`config.mk`:
```
export PLATFORM = sky130hd
export DESIGN_NAME = task_output_pkt_streamer_flat
export DESIGN_NICKNAME = d
export VERILOG_FILES = /design/src/rtl/task_output_pkt_streamer_pkg.sv /design/src/rtl/task_output_pkt_streamer_if.sv /design/src/rtl/task_output_sync_fifo.sv /design/src/rtl/task_output_pkt_streamer.sv /design/src/flat_wrapper.sv
export SDC_FILE = /design/constraint.sdc
export NUM_CORES = 1
export LEC_CHECK = 0
export BUFFER_PORTS_ARGS = -buffer_cell sky130_fd_sc_hd__clkbuf_2
export CAP_MARGIN = 0
export CORE_MARGIN = 4
export CORE_UTILIZATION = 45
export CTS_CLUSTER_DIAMETER = 50
export CTS_CLUSTER_SIZE = 10
export DETAILED_ROUTE_END_ITERATION = 8
export SETUP_SLACK_MARGIN = 0.1
export SLEW_MARGIN = 20
export SYNTH_ARGS = -nofsm -noshare
export SYNTH_HDL_FRONTEND = slang
export SYNTH_HIERARCHICAL = 1
export SYNTH_SLANG_ARGS = --single-unit
```
`constraint.sdc`:
```
create_clock -name i_clk -period 6 [get_ports i_clk]
set_clock_uncertainty 0.1 [all_clocks]
set_input_delay 0.3 -clock i_clk [delete_from_list [all_inputs] [get_ports i_clk]]
set_output_delay 0.3 -clock i_clk [all_outputs]
set_load 0.005 [all_outputs]
```
`src/rtl/task_output_pkt_streamer_pkg.sv`:
```
// Shared types and per-task constants for the task answer-path packet streamer.
package task_output_pkt_streamer_pkg;

    typedef enum logic [1:0] {
        S_LOAD  = 2'd0,
        S_START = 2'd1,
        S_SEND  = 2'd2
    } task_out_state_e;

    // Maximum packet lengths handed to each task wrapper's streamer instance.
    localparam int unsigned TASK_0_PKT_WORDS = 4;
    localparam int unsigned TASK_1_PKT_WORDS = 8;
    localparam int unsigned TASK_2_PKT_WORDS = 16;

endpackage

```
`src/rtl/task_output_pkt_streamer_if.sv`:
```
// Core-to-streamer and streamer-to-manager signal bundle.
interface task_output_pkt_streamer_if #(
    parameter int unsigned DATA_W = 8,
    parameter int unsigned SIZE_W = 12
);
    logic [DATA_W-1:0] i_data;
    logic              i_data_valid;
    logic              i_data_last;
    logic              i_tmanager_ready;
    logic              o_tanswer_ready;
    logic [DATA_W-1:0] o_tdata;
    logic              o_tanswer_data_last;
    logic [SIZE_W-1:0] o_packet_size_in_bytes;

    modport slave (
        input  i_data, i_data_valid, i_data_last, i_tmanager_ready,
        output o_tanswer_ready, o_tdata, o_tanswer_data_last, o_packet_size_in_bytes
    );

    modport master (
        output i_data, i_data_valid, i_data_last, i_tmanager_ready,
        input  o_tanswer_ready, o_tdata, o_tanswer_data_last, o_packet_size_in_bytes
    );
endinterface

```
`src/rtl/task_output_sync_fifo.sv`:
```
// Single-clock show-ahead FIFO with synchronous clear; q is the head word.
module task_output_sync_fifo #(
    parameter int unsigned DATA_W = 8,
    parameter int unsigned DEPTH  = 16
) (
    input  logic              i_clk,
    input  logic              clr,
    input  logic              wr,
    input  logic              rd,
    input  logic [DATA_W-1:0] d,
    output logic [DATA_W-1:0] q,
    output logic              empty,
    output logic              full
);
    localparam int unsigned AW = (DEPTH > 1) ? $clog2(DEPTH) : 1;

    logic [DATA_W-1:0] mem [0:(1<<AW)-1];
    logic [AW:0]       wptr;
    logic [AW:0]       rptr;
    logic [AW:0]       fill;

    // Extra pointer bit distinguishes full from empty; fill works for DEPTH=1 too.
    assign fill  = wptr - rptr;
    assign empty = (fill == '0);
    assign full  = (fill == (AW+1)'(DEPTH));
    assign q     = mem[rptr[AW-1:0]];

    always_ff @(posedge i_clk) begin
        if (clr) begin
            wptr <= '0;
            rptr <= '0;
        end else begin
            if (wr && !full)  wptr <= wptr + (AW+1)'(1);
            if (rd && !empty) rptr <= rptr + (AW+1)'(1);
        end
    end

    always_ff @(posedge i_clk) begin
        if (wr && !full) mem[wptr[AW-1:0]] <= d;
    end
endmodule

```
`src/rtl/task_output_pkt_streamer.sv`:
```
// Buffers task result words into packets and streams them to the task manager
// with ready/ready handshake, last flag, byte count and sticky overflow.
module task_output_pkt_streamer
    import task_output_pkt_streamer_pkg::*;
#(
    parameter int unsigned DATA_W    = 8,
    parameter int unsigned PKT_WORDS = 16,
    parameter int unsigned DEPTH     = 16,
    parameter int unsigned SIZE_W    = 12
) (
    input  logic                        i_clk,
    input  logic                        i_rst,
    task_output_pkt_streamer_if.slave   bus,
    output logic                        o_busy,
    output logic                        o_full,
    output logic                        o_overflow
);
    localparam int unsigned CNT_W = $clog2(PKT_WORDS + 1);
    localparam int unsigned BYTES = DATA_W / 8;

    task_out_state_e   state, state_n;
    logic [CNT_W-1:0]  wcnt, wcnt_n, rcnt, rcnt_n, len, len_n;
    logic              ready_q, ready_n, last_q, last_n;
    logic              busy_q, busy_n, ovf_q, ovf_n;
    logic [SIZE_W-1:0] size_q, size_n;
    logic              fifo_wr, fifo_rd, fifo_empty, fifo_full, xfer;
    logic [DATA_W-1:0] fifo_q;

    task_output_sync_fifo #(
        .DATA_W (DATA_W),
        .DEPTH  (DEPTH)
    ) u_fifo (
        .i_clk (i_clk),
        .clr   (i_rst),
        .wr    (fifo_wr),
        .rd    (fifo_rd),
        .d     (bus.i_data),
        .q     (fifo_q),
        .empty (fifo_empty),
        .full  (fifo_full)
    );

    always_comb begin
        state_n = state;
        wcnt_n  = wcnt;
        rcnt_n  = rcnt;
        len_n   = len;
        ready_n = ready_q;
        last_n  = last_q;
        size_n  = size_q;
        ovf_n   = ovf_q;
        fifo_wr = 1'b0;
        fifo_rd = 1'b0;
        xfer    = ready_q && bus.i_tmanager_ready;

        if (bus.i_data_valid && (state != S_LOAD || fifo_full)) ovf_n = 1'b1;

        case (state)
            S_LOAD: begin
                if (bus.i_data_valid && !fifo_full) begin
                    fifo_wr = 1'b1;
                    wcnt_n  = wcnt + CNT_W'(1);
                    if (bus.i_data_last || wcnt == CNT_W'(PKT_WORDS - 1)) begin
                        len_n   = wcnt + CNT_W'(1);
                        wcnt_n  = '0;
                        state_n = S_START;
                    end
                end
            end
            S_START: begin
                size_n  = SIZE_W'(len) * SIZE_W'(BYTES);
                ready_n = 1'b1;
                rcnt_n  = '0;
                last_n  = (len == CNT_W'(1));
                state_n = S_SEND;
            end
            S_SEND: begin
                if (xfer) begin
                    fifo_rd = !fifo_empty;
                    rcnt_n  = rcnt + CNT_W'(1);
                    if (last_q) begin
                        ready_n = 1'b0;
                        last_n  = 1'b0;
                        size_n  = '0;
                        state_n = S_LOAD;
                    end else begin
                        // Flag the word that will be at the head after this pop.
                        last_n  = (rcnt_n == len - CNT_W'(1));
                    end
                end
            end
            default: state_n = S_LOAD;
        endcase

        busy_n = (state_n != S_LOAD);
    end

    always_ff @(posedge i_clk) begin
        if (i_rst) begin
            state   <= S_LOAD;
            wcnt    <= '0;
            rcnt    <= '0;
            len     <= '0;
            ready_q <= 1'b0;
            last_q  <= 1'b0;
            size_q  <= '0;
            busy_q  <= 1'b0;
            ovf_q   <= 1'b0;
        end else begin
            state   <= state_n;
            wcnt    <= wcnt_n;
            rcnt    <= rcnt_n;
            len     <= len_n;
            ready_q <= ready_n;
            last_q  <= last_n;
            size_q  <= size_n;
            busy_q  <= busy_n;
            ovf_q   <= ovf_n;
        end
    end

    assign bus.o_tanswer_ready        = ready_q;
    assign bus.o_tdata                = ready_q ? fifo_q : '0;
    assign bus.o_tanswer_data_last    = last_q;
    assign bus.o_packet_size_in_bytes = size_q;
    assign o_busy                     = busy_q;
    assign o_full                     = busy_q;
    assign o_overflow                 = ovf_q;
endmodule

```
`src/flat_wrapper.sv`:
```
// flat-port wrapper written by rule: the top's interface ports become plain ports
module task_output_pkt_streamer_flat import task_output_pkt_streamer_pkg::*;
#(
    parameter int unsigned DATA_W    = 8,
    parameter int unsigned PKT_WORDS = 16,
    parameter int unsigned DEPTH     = 16,
    parameter int unsigned SIZE_W    = 12
)
  (i_clk, i_rst, o_busy, o_full, o_overflow, bus_i_data, bus_i_data_valid, bus_i_data_last, bus_i_tmanager_ready, bus_o_tanswer_ready, bus_o_tdata, bus_o_tanswer_data_last, bus_o_packet_size_in_bytes);
  task_output_pkt_streamer_if #(.DATA_W(DATA_W), .SIZE_W(SIZE_W)) bus_i ();
  input  logic i_clk;
  input  logic i_rst;
  output logic o_busy;
  output logic o_full;
  output logic o_overflow;
  input wire logic [$bits(bus_i.i_data)-1:0] bus_i_data;
  input wire logic [$bits(bus_i.i_data_valid)-1:0] bus_i_data_valid;
  input wire logic [$bits(bus_i.i_data_last)-1:0] bus_i_data_last;
  input wire logic [$bits(bus_i.i_tmanager_ready)-1:0] bus_i_tmanager_ready;
  output wire logic [$bits(bus_i.o_tanswer_ready)-1:0] bus_o_tanswer_ready;
  output wire logic [$bits(bus_i.o_tdata)-1:0] bus_o_tdata;
  output wire logic [$bits(bus_i.o_tanswer_data_last)-1:0] bus_o_tanswer_data_last;
  output wire logic [$bits(bus_i.o_packet_size_in_bytes)-1:0] bus_o_packet_size_in_bytes;
  assign bus_i.i_data = bus_i_data;
  assign bus_i.i_data_valid = bus_i_data_valid;
  assign bus_i.i_data_last = bus_i_data_last;
  assign bus_i.i_tmanager_ready = bus_i_tmanager_ready;
  assign bus_o_tanswer_ready = bus_i.o_tanswer_ready;
  assign bus_o_tdata = bus_i.o_tdata;
  assign bus_o_tanswer_data_last = bus_i.o_tanswer_data_last;
  assign bus_o_packet_size_in_bytes = bus_i.o_packet_size_in_bytes;
  task_output_pkt_streamer #(.DATA_W(DATA_W), .PKT_WORDS(PKT_WORDS), .DEPTH(DEPTH), .SIZE_W(SIZE_W)) u_core (.i_clk(i_clk), .i_rst(i_rst), .bus(bus_i), .o_busy(o_busy), .o_full(o_full), .o_overflow(o_overflow));
endmodule
```
==> key figures <==
Clocking
  • Post-CTS Setup Inserts: 0
  • Max Buffers Root-to-Sink: 2
  • Clock root buffer: clkbuf_16
  • Sink Count: 168
  • CTS resizes: 0
  • Htree depth: 4
  • Num CTS Buffers: 17
  • Clk_lat worst skew: 0.43 ns
  • Cts hold-fix bufs: 0
  • Reg clk slew, reported paths: 0.07 ns
  • CTS tree: done

Floorplan
  • Total I/O pin count: 38
  • Placeable Area: 15400 um^2
  • Die area: 18000 um^2
  • Die Wd: 134 um
  • Die height: 134 um
  • Initial core utilization: 46.5%
  • Rows: 45

Synth
  • Largest area contributor in the netlist: edfxtp_1
  • Yosys reg bits: 168
  • Adder-Cell Fraction of Synth Area: 2.45%
  • Post-Synth Simple-Gate Area: 8.97%
  • Sequential element share of the synthesized area: 65.0%
  • Mean Syn Cell Area: 15.9 um^2
  • Yosys warnings: 6
  • Cell count after synthesis: 448
  • Post-synth EDFFs: 128
  • Netlist area before placement: 7140 um^2
  • Top cells by count, synth: edfxtp_1, nor2_1, dfxtp_1, mux4_2, a21oi_1
  • Post-synth ARST share: 0%
  • Top cells by area, synth: edfxtp_1, mux4_2, dfxtp_1, ha_1, nor2_1
  • Largest family of logic cells by synthesized area: multiplexers
  • Mux cell area share after synthesis: 13.8%
  • Post-Synth XOR/XNOR Area: 2.33%
  • Top FF cell, synth: edfxtp_1
  • Cell with the most instances after synthesis: edfxtp_1
  • Synth cell types: 58
  • Compound-gate portion of the synthesized area: 4.45%
  • Post-synth top area share: 53.8%

Critical path
  • WP depth: 11
  • WP data arrival: 4.43 ns
  • CP delay by family, top: simple AND/OR/NAND/NOR gates
  • Critical path's slowest cell: or4b_1
  • CP Buf/Inv Count: 1
  • Flop2flop setup slack: 1.52 ns
  • Worst stage delay on the critical path: 0.71 ns
  • Crit path launch type: flip-flop
  • Worst Reg-to-Reg Cells: 11
  • Crit path cell chain: ha_1, or2_0, o22ai_2, xnor2_1, or2_2, nor3_1, or4b_1, inv_1, o41a_1, nand2_1, nor2_1
  • Maximum fanout along the worst path: 12
  • Crit Path Category: flip-flop to flip-flop
  • Worst Path Required: 5.95 ns
  • Critical path endpoint category: flip-flop

Detailed routing
  • Detail Route Antenna Nets: 0
  • Residual DRC: 0
  • Drt wl/cell: 18.8 um
  • TritonRoute pass-1 iters: 5
  • Routed WL: 13200 um
  • Vias: 3838
  • Iteration-0 DRC Markers: 309
  • Vias/cell: 5.45

STA
  • Fmax: 0.223 GHz
  • Setup TNS Final: 0 ns
  • Hold slack: 0.0235 ns
  • Tmin final: 4.48 ns
  • Setup Viol. Count Final: 0
  • Worst-Margin Slew: 0.914 ns
  • Slew Viols, Final: 0
  • Period utilization: 74.6%
  • Max-slew headroom: 39.1%
  • RSZ-0062 raised after global routing: false
  • Final Hold Violating Endpoints: 0

Layout
  • Filler Cell Count: 1287
  • Layout cells sized above 1: 25.8%
  • Final Util: 52.4%
  • Antenna Cells: 0
  • Multi-input gate area: 2310 um^2
  • Area Growth Syn to Fin: 12.8%
  • Sequential cell area: 4650 um^2
  • Final net count: 507

Pwr
  • Cell Pwr Density: 321 nW/um^2
  • VDD IR max: 206 uV
  • Total power draw: 2580 uW
  • Lkg Pwr: 0.00272 uW

GRT
  • Total track usage: 15.7%
  • First-pass GRT wire length: 21200 um
  • Initial antenna violation count: 0
  • Vias in the first global route: 3767
  • GR Overflow Total: 0
  • Largest net degree at the start of global routing: 45

Placed design
  • I/O Buffers: 30
  • GPL Wtd Cong: 0.807
  • HPWL Detailed: 9050 um

Job
  • Max Cap Viol: 0

Run status
  • Status: finished clean

Hold path
  • Worst min path class: primary input to flip-flop
  • Worst Hold Path Cells: 3
registers in the layout, summed over array words and instances, names as in the netlist, named ones only:
signal	flops
u_core/o_busy	1
u_core/bus.o_tanswer_ready	1
u_core/state	2
u_core/u_fifo/wptr	5
u_core/len	5
u_core/rcnt	5
u_core/u_fifo/mem	128
u_core/u_fifo/rptr	5
u_core/bus.o_tanswer_data_last	1
u_core/bus.o_packet_size_in_bytes	5
u_core/wcnt	5
u_core/o_overflow	1
kinds of logic (layout without fill, tap and decap cells):
family	Yosys count	in the layout
AOI/OAI and AO/OA	44	44
other	1	7
xor gates and xnor gates	19	19
buffers and inverters	40	79
and+or+nand+nor	115	115
muxes	47	47
adders and majority gates	14	14
DFF	168	168
through the flow:
step	setup slack, ns	instances	instance area, um^2
5_1_grt	1.24	704	8060
3_3_place_gp	1.67	672	7450
2_1_floorplan	2.34	454	7170
3_5_place_dp	1.48	672	7450
4_1_cts	1.52	704	8060
6_report	1.52	704	8060
power by group:
part	leakage, uW	internal, uW	switching, uW
sequential	0.00148	1280	20.3
combinational	0.000953	79.0	112
clock	0.000291	599	491
total	0.00272	1960	624
layer usage:
layer	part of all wire (%)	global-route usage [%]	vias to the layer above
met5	0	0	-
met4	1.5	6.11	0
met3	3.4	3.53	15
met2	46	22.7	82
met1	49	23.2	1968
li1	-	-	1773
worst paths after layout:
path                                       startpoint                       to
worst max-delay path            u_core/u_fifo/wptr[2]  u_core/u_fifo/mem[4][0]
worst min-delay path                 bus_i_data_valid        u_core/o_overflow
worst min register to register      u_core/o_overflow        u_core/o_overflow
worst max register to register  u_core/u_fifo/wptr[2]  u_core/u_fifo/mem[4][0]
placed cells by master (no fill, tap or decap), drive strengths merged, types with 3 or more instances in the layout:
cell	n
mux4	40
nand2	9
inv	22
clkbuf	47
conb	7
ha	14
a22oi	6
mux2i	4
dfxtp	40
nand2b	5
nor2	45
edfxtp	128
nor2b	4
nand4	3
o21ai	6
or3	4
nand3	11
a21oi	21
mux2	3
a211oi	3
xnor2	17
nor3	13
and2	8
buf	6
area by class of cell:
class                   count  area share [%]
flip-flops and latches    168            57.7
multi-input cells         246            28.7
clock buffers              17            5.28
well taps                 211            3.28
repair buffers             36            2.42
clock inverters            15            2.17
inverters                  11           0.513
worst reg2reg max path, stage by stage (launching register included):
cell and delay, ns:
dfxtp_1 0.60, ha_1 0.31, or2_0 0.16, o22ai_2 0.08, xnor2_1 0.33, or2_2 0.19, nor3_1 0.05, or4b_1 0.71
inv_1 0.20, o41a_1 0.51, nand2_1 0.23, nor2_1 0.65
Power figures use the tool's default switching activity.
